==> src/rtl/wshb_arbiter.sv <==
// wshb_arbiter: two-master Wishbone arbiter in front of a single SDRAM slave.
// m0 is the test-pattern writer, m1 the video read stage.
// Build option: define WSHB_ARB_VGA_PRIO_EN to give m1 fixed priority on every
// tie (round-robin otherwise). A granted master is never preempted either way.
//
// state   | meaning
// --------+--------------------------------------------------------------
// IDLE    | no owner; slave bus driven to zero, slave responses dropped
// GNT_M0  | m0 owns the slave bus until it drops cyc
// GNT_M1  | m1 owns the slave bus until it drops cyc
module wshb_arbiter #(
  parameter int DATA_BYTES = 4,
  parameter int ADR_W      = 32
) (
  input  logic                    sys_clk,
  input  logic                    sys_rst,
  // master 0
  input  logic                    m0_cyc,
  input  logic                    m0_stb,
  input  logic                    m0_we,
  input  logic [ADR_W-1:0]        m0_adr,
  input  logic [8*DATA_BYTES-1:0] m0_dat_ms,
  input  logic [DATA_BYTES-1:0]   m0_sel,
  input  logic [2:0]              m0_cti,
  input  logic [1:0]              m0_bte,
  output logic                    m0_ack,
  output logic                    m0_err,
  output logic                    m0_rty,
  output logic [8*DATA_BYTES-1:0] m0_dat_sm,
  // master 1
  input  logic                    m1_cyc,
  input  logic                    m1_stb,
  input  logic                    m1_we,
  input  logic [ADR_W-1:0]        m1_adr,
  input  logic [8*DATA_BYTES-1:0] m1_dat_ms,
  input  logic [DATA_BYTES-1:0]   m1_sel,
  input  logic [2:0]              m1_cti,
  input  logic [1:0]              m1_bte,
  output logic                    m1_ack,
  output logic                    m1_err,
  output logic                    m1_rty,
  output logic [8*DATA_BYTES-1:0] m1_dat_sm,
  // slave
  output logic                    s_cyc,
  output logic                    s_stb,
  output logic                    s_we,
  output logic [ADR_W-1:0]        s_adr,
  output logic [8*DATA_BYTES-1:0] s_dat_ms,
  output logic [DATA_BYTES-1:0]   s_sel,
  output logic [2:0]              s_cti,
  output logic [1:0]              s_bte,
  input  logic                    s_ack,
  input  logic                    s_err,
  input  logic                    s_rty,
  input  logic [8*DATA_BYTES-1:0] s_dat_sm,
  // current owner, one-hot
  output logic [1:0]              gnt
);

  // encoding doubles as the one-hot grant vector
  typedef enum logic [1:0] {
    IDLE   = 2'b00,
    GNT_M0 = 2'b01,
    GNT_M1 = 2'b10
  } state_e;

  state_e state_q, state_d;
  logic   tie_m1;

`ifndef WSHB_ARB_VGA_PRIO_EN
  logic last_m1_q, last_m1_d;

  // remember the most recent owner so the other master takes the next tie
  always_comb begin
    last_m1_d = last_m1_q;
    if (state_d == GNT_M0) begin
      last_m1_d = 1'b0;
    end else if (state_d == GNT_M1) begin
      last_m1_d = 1'b1;
    end
  end

  // last-owner register; reset as if m1 had just owned the bus so m0 wins first
  always_ff @(posedge sys_clk) begin
    if (sys_rst) begin
      last_m1_q <= 1'b1;
    end else begin
      last_m1_q <= last_m1_d;
    end
  end

  assign tie_m1 = ~last_m1_q;
`else
  assign tie_m1 = 1'b1;
`endif

  // next-state: arbitrate only from IDLE or when the owner lets go of cyc
  always_comb begin
    state_d = state_q;
    case (state_q)
      IDLE: begin
        if (m0_cyc && m1_cyc) begin
          state_d = tie_m1 ? GNT_M1 : GNT_M0;
        end else if (m0_cyc) begin
          state_d = GNT_M0;
        end else if (m1_cyc) begin
          state_d = GNT_M1;
        end
      end
      GNT_M0: begin
        if (!m0_cyc) begin
          state_d = m1_cyc ? GNT_M1 : IDLE;
        end
      end
      GNT_M1: begin
        if (!m1_cyc) begin
          state_d = m0_cyc ? GNT_M0 : IDLE;
        end
      end
      default: state_d = IDLE;
    endcase
  end

  // state register; reset drops any grant at once, even mid-burst
  always_ff @(posedge sys_clk) begin
    if (sys_rst) begin
      state_q <= IDLE;
    end else begin
      state_q <= state_d;
    end
  end

  assign gnt = state_q;

  // read data needs no steering: each master qualifies it with its own ack
  assign m0_dat_sm = s_dat_sm;
  assign m1_dat_sm = s_dat_sm;

  // route the owner's request to the slave and the slave's response back to it
  always_comb begin
    s_cyc    = 1'b0;
    s_stb    = 1'b0;
    s_we     = 1'b0;
    s_adr    = '0;
    s_dat_ms = '0;
    s_sel    = '0;
    s_cti    = '0;
    s_bte    = '0;
    m0_ack   = 1'b0;
    m0_err   = 1'b0;
    m0_rty   = 1'b0;
    m1_ack   = 1'b0;
    m1_err   = 1'b0;
    m1_rty   = 1'b0;
    case (state_q)
      GNT_M0: begin
        s_cyc    = m0_cyc;
        s_stb    = m0_stb;
        s_we     = m0_we;
        s_adr    = m0_adr;
        s_dat_ms = m0_dat_ms;
        s_sel    = m0_sel;
        s_cti    = m0_cti;
        s_bte    = m0_bte;
        m0_ack   = s_ack;
        m0_err   = s_err;
        m0_rty   = s_rty;
      end
      GNT_M1: begin
        s_cyc    = m1_cyc;
        s_stb    = m1_stb;
        s_we     = m1_we;
        s_adr    = m1_adr;
        s_dat_ms = m1_dat_ms;
        s_sel    = m1_sel;
        s_cti    = m1_cti;
        s_bte    = m1_bte;
        m1_ack   = s_ack;
        m1_err   = s_err;
        m1_rty   = s_rty;
      end
      default: begin
      end
    endcase
  end

endmodule

==> config.mk <==
export PLATFORM = sky130hd
export DESIGN_NAME = wshb_arbiter
export DESIGN_NICKNAME = d
export VERILOG_FILES = /design/src/rtl/wshb_arbiter.sv
export SDC_FILE = /design/constraint.sdc
export NUM_CORES = 1
export LEC_CHECK = 0
export ABC_AREA = 1
export CORE_AREA = 2 2 129 131
export DETAILED_ROUTE_END_ITERATION = 6
export DIE_AREA = 0 0 131 133
export PLACE_DENSITY = 0.55
export SETUP_SLACK_MARGIN = 0.3
export SYNTH_ARGS = -nofsm -noshare
export SYNTH_HDL_FRONTEND = slang
export SYNTH_SLANG_ARGS = --single-unit
==> constraint.sdc <==
create_clock -name sys_clk -period 2.2 [get_ports sys_clk]
set_input_delay 0.44 -clock sys_clk [delete_from_list [all_inputs] [get_ports sys_clk]]
set_output_delay 0.44 -clock sys_clk [all_outputs]
set_load 0.1 [all_outputs]
==> metrics.md <==
| Metric | Value |
|---|---|
| Result of the run | `completed` |
| Yosys warning count | `0` |
| TritonCTS Buffers | `3` |
| Max Buffers Root-to-Sink | `2` |
| Clock slew at reported path FFs | `approximately 0.030 ns` |
| CP Data Arrival Time | `1.60 ns` |
| Number of buffers inserted by port buffering | `240` |
| Wire length of the first global-routing pass | `17500 microns` |
| Worst hold path type | `reg -> reg` |
| Syn avg cell area | `5.51 sq um` |
| Number of violations reported at the end of detailed-routing iteration 0 | `88` |
| Sequential area share after synthesis | `0.0294` |
| I/O pin count | `337` |
| Die extent in x | `about 130 microns` |
| Setup skew after layout | `a little over 0.002 ns` |
| Worst setup EP type | `output pin` |
| Worst slack at placement | `0.102 ns` |
| DR DRC count | `0` |
| Multi-input combinational cell area | `~2300 sq um` |
| Vias in the first global route | `3274` |
| Pin count of the biggest net entering global routing | `24` |
| Cell accounting for the most synthesized area | `sky130_fd_sc_hd__nand2_1` |
| Clk Latency, worst-skew pair | `0.23 ns` |
| Setup violators final | `0` |
| CTS tree | `done` |
| Initial antenna violation count | `0` |
| Global placement routability congestion | `0.826` |
| Number of standard cells after synthesis | `371` |
| Most common cell after layout, fill and taps aside | `sky130_fd_sc_hd__clkdlybuf4s50_1` |
| Most utilized layer in the global route result | `met2` |
| Average wire length per cell after detail routing | `about 18 microns` |
| Leakage | `2.28 nW` |
| Number of flops mapped to enable cells by yosys | `0` |
| CTS Sinks | `3` |
| Hold Crit Start | `last_m1_q$_SDFFE_PP1P_` |
| Vias after detailed routing | `3189` |
| Global-route track usage on met2 | `0.246` |
| Area contributors post-synth | `sky130_fd_sc_hd__nand2_1 29%, sky130_fd_sc_hd__buf_4 27%, sky130_fd_sc_hd__a21oi_1 13%` |
| Max FO, Critical Path | `12` |
| Final Hold Violating Endpoints | `0` |
| Setup slack after layout | `between 0.15 and 0.2 ns` |
| Number of fill cells | `1513` |
| Initial DRT Pass Iterations | `4` |
| Maximum Capacitance Violations | `0` |
| Achievable clock frequency | `490 MHz` |
| Reg2reg path depth | `13` |
| Normalized max-slew margin | `0.813` |
| Number of library cell types mapped by synthesis | `20` |
| End of the worst register-to-register path | `last_m1_q$_SDFFE_PP1P_` |
| Crit path kind | `reg -> out` |
| Synth-to-Final Area Change | `239%` |
| Critical R2R Launch | `gnt[1]$_SDFF_PP0_` |
| Count of state elements after synthesis | `3` |
| Effective utilization at floorplan | `0.126` |
| Min-Delay Endpoint | `last_m1_q$_SDFFE_PP1P_` |
| RSZ-0062 raised after global routing | `true` |
| Number of stages on the worst hold path | `2` |
| Final worst path period need | `2.04 ns` |
| Slew of the pin with the lowest slew margin | `0.283 ns` |
| Met1 capacity usage during global routing | `0.132` |
| Most frequent cells in the layout | `156 x sky130_fd_sc_hd__clkdlybuf4s50_1, 109 x sky130_fd_sc_hd__nand2_1, 89 x sky130_fd_sc_hd__buf_12` |
| Number of placement rows | `47` |
| Cell area power density | `555 nW/um^2` |
| Number of hold-repair buffers added at the cts stage | `0` |
| Antenna fix cells | `0` |
| Total global routing track utilization | `0.130` |
| Number of pins with negative max-slew slack in the final report | `0` |
| Number of vias per cell after detailed routing | `between 4 and 5` |
| Met3 track demand over resource in global routing | `0.0429` |
| Fin crit share | `0.928` |
| Worst Setup SP | `gnt[0]$_SDFF_PP0_` |
| Footprint of the flip-flops and latches | `67.6 sq um` |
| Proportion of layout cells with a drive suffix above 1 | `0.503` |
| Height of the chip | `133 microns` |
| Share of the core filled with cells | `0.429` |
| Critical path data required time | `1.76 ns` |
| Top-area cell type share of the netlist area | `0.292` |
| Half-perimeter wire length after detailed placement | `8350 microns` |
| Maximum level of the CTS H-tree | `1` |
| Net Count, Synth | `approximately 570` |
| Area of the die | `17400 sq um` |
| Antenna Violating Nets Remaining | `0` |
| Minimum setup slack among reg-to-reg paths | `0.32 ns` |
| Fraction of synthesis flops using an asynchronous set or reset pin | `0` |
| Post-synthesis instance area | `2050 sq um` |
| Startpoint types | `register` |
| Prevailing post-synth register cell | `sky130_fd_sc_hd__dfxtp_1` |
| Routed wire length | `14100 microns` |
| GRT Residual Overflow | `0` |
| Root buf cell | `sky130_fd_sc_hd__clkbuf_16` |
| Final net count | `764` |
| Peak VDD IR | `about 0.35 mV` |
| Area of the core region | `16200 sq um` |
## worst max path at each step
stage | to | depth (start not counted)
final | s_dat_ms[22] | 6
after global routing | s_sel[2] | 7
after floorplan | s_adr[17] | 6
after detailed placement | last_m1_q$_SDFFE_PP1P_ | 11
after CTS | s_sel[0] | 7
after global placement | last_m1_q$_SDFFE_PP1P_ | 11
## flip-flops by register name, summed over array words and instances (netlist names)
signal	count
last_m1_q	1
gnt	2
## layout make-up
type	count	area share
multi-input cells	264	0.328
well taps	220	0.0397
flip-flops and latches	3	0.00974
inverters	14	0.0139
clock buffers	4	0.0114
repair buffers	284	0.597
## Yosys cell counts (2+ instances only)
cell type	count
sky130_fd_sc_hd__buf_2	9
sky130_fd_sc_hd__ha_1	5
sky130_fd_sc_hd__nand2_2	10
sky130_fd_sc_hd__nand3_1	2
sky130_fd_sc_hd__a21oi_1	55
sky130_fd_sc_hd__nor2_1	6
sky130_fd_sc_hd__dfxtp_1	3
sky130_fd_sc_hd__nand2_1	159
sky130_fd_sc_hd__inv_1	13
sky130_fd_sc_hd__buf_6	3
sky130_fd_sc_hd__buf_4	74
sky130_fd_sc_hd__a21oi_2	22
sky130_fd_sc_hd__clkbuf_1	2
sky130_fd_sc_hd__o21ai_0	2
## critical path, stage by stage, from the launching register on
cell and delay (ns):
sky130_fd_sc_hd__dfxtp_4 0.38, sky130_fd_sc_hd__inv_4 0.05, sky130_fd_sc_hd__ha_4 0.31, sky130_fd_sc_hd__inv_16 0.09, sky130_fd_sc_hd__clkbuf_16 0.19, sky130_fd_sc_hd__a21oi_4 0.15
sky130_fd_sc_hd__buf_12 0.19
## stage by stage
stage | cells | hold WS [ns] | setup TNS (ns) | cell area, sq um | power [mW]
CTS | 772 | 0.503 | 0 | 6410 | 3.52
global placement | 749 | 0.485 | 0 | 5850 | 2.75
global route | 789 | 0.567 | 0 | 6940 | 4.01
detailed placement | 749 | 0.496 | 0 | 5850 | 2.78
finish | 789 | 0.530 | 0 | 6940 | 3.85
floorplan | 371 | 0.448 | -1.02 | 2970 | 2.48
## logic make-up after synthesis
kind of cell	after synthesis	share of synthesized area
simple gates	179	0.346
buf+inv	104	0.357
compound gates	80	0.237
fa+ha+maj	5	0.0306
flops	3	0.0294
## metal layers
metal	vias up	part of all wire	wire length [microns]
met3	26	0.084	1180
met2	163	0.54	7540
met1	1490	0.36	5060
met5	-	0	0
li1	1510	-	-
met4	0	0.021	299
## power by group
part / switching [mW] / internal [mW] / total (mW) / leakage (nW)
Sequential: 0.0174 / 0.0688 / 0.0862 / 0.0261
Combinational: 2.00 / 1.47 / 3.47 / 2.22
Clock: 0.0548 / 0.240 / 0.294 / 0.0382
Total: 2.07 / 1.78 / 3.85 / 2.28
## what timing repair did
action,4_1_cts,5_1_grt
gates resized for setup,31,58
endpoints found under the setup margin,83,81
gates cloned,10,15
pin swaps,4,55
hold endpoints to repair,0,0
buffers inserted,9,2
Note: power is estimated with default switching activity, not from simulation.
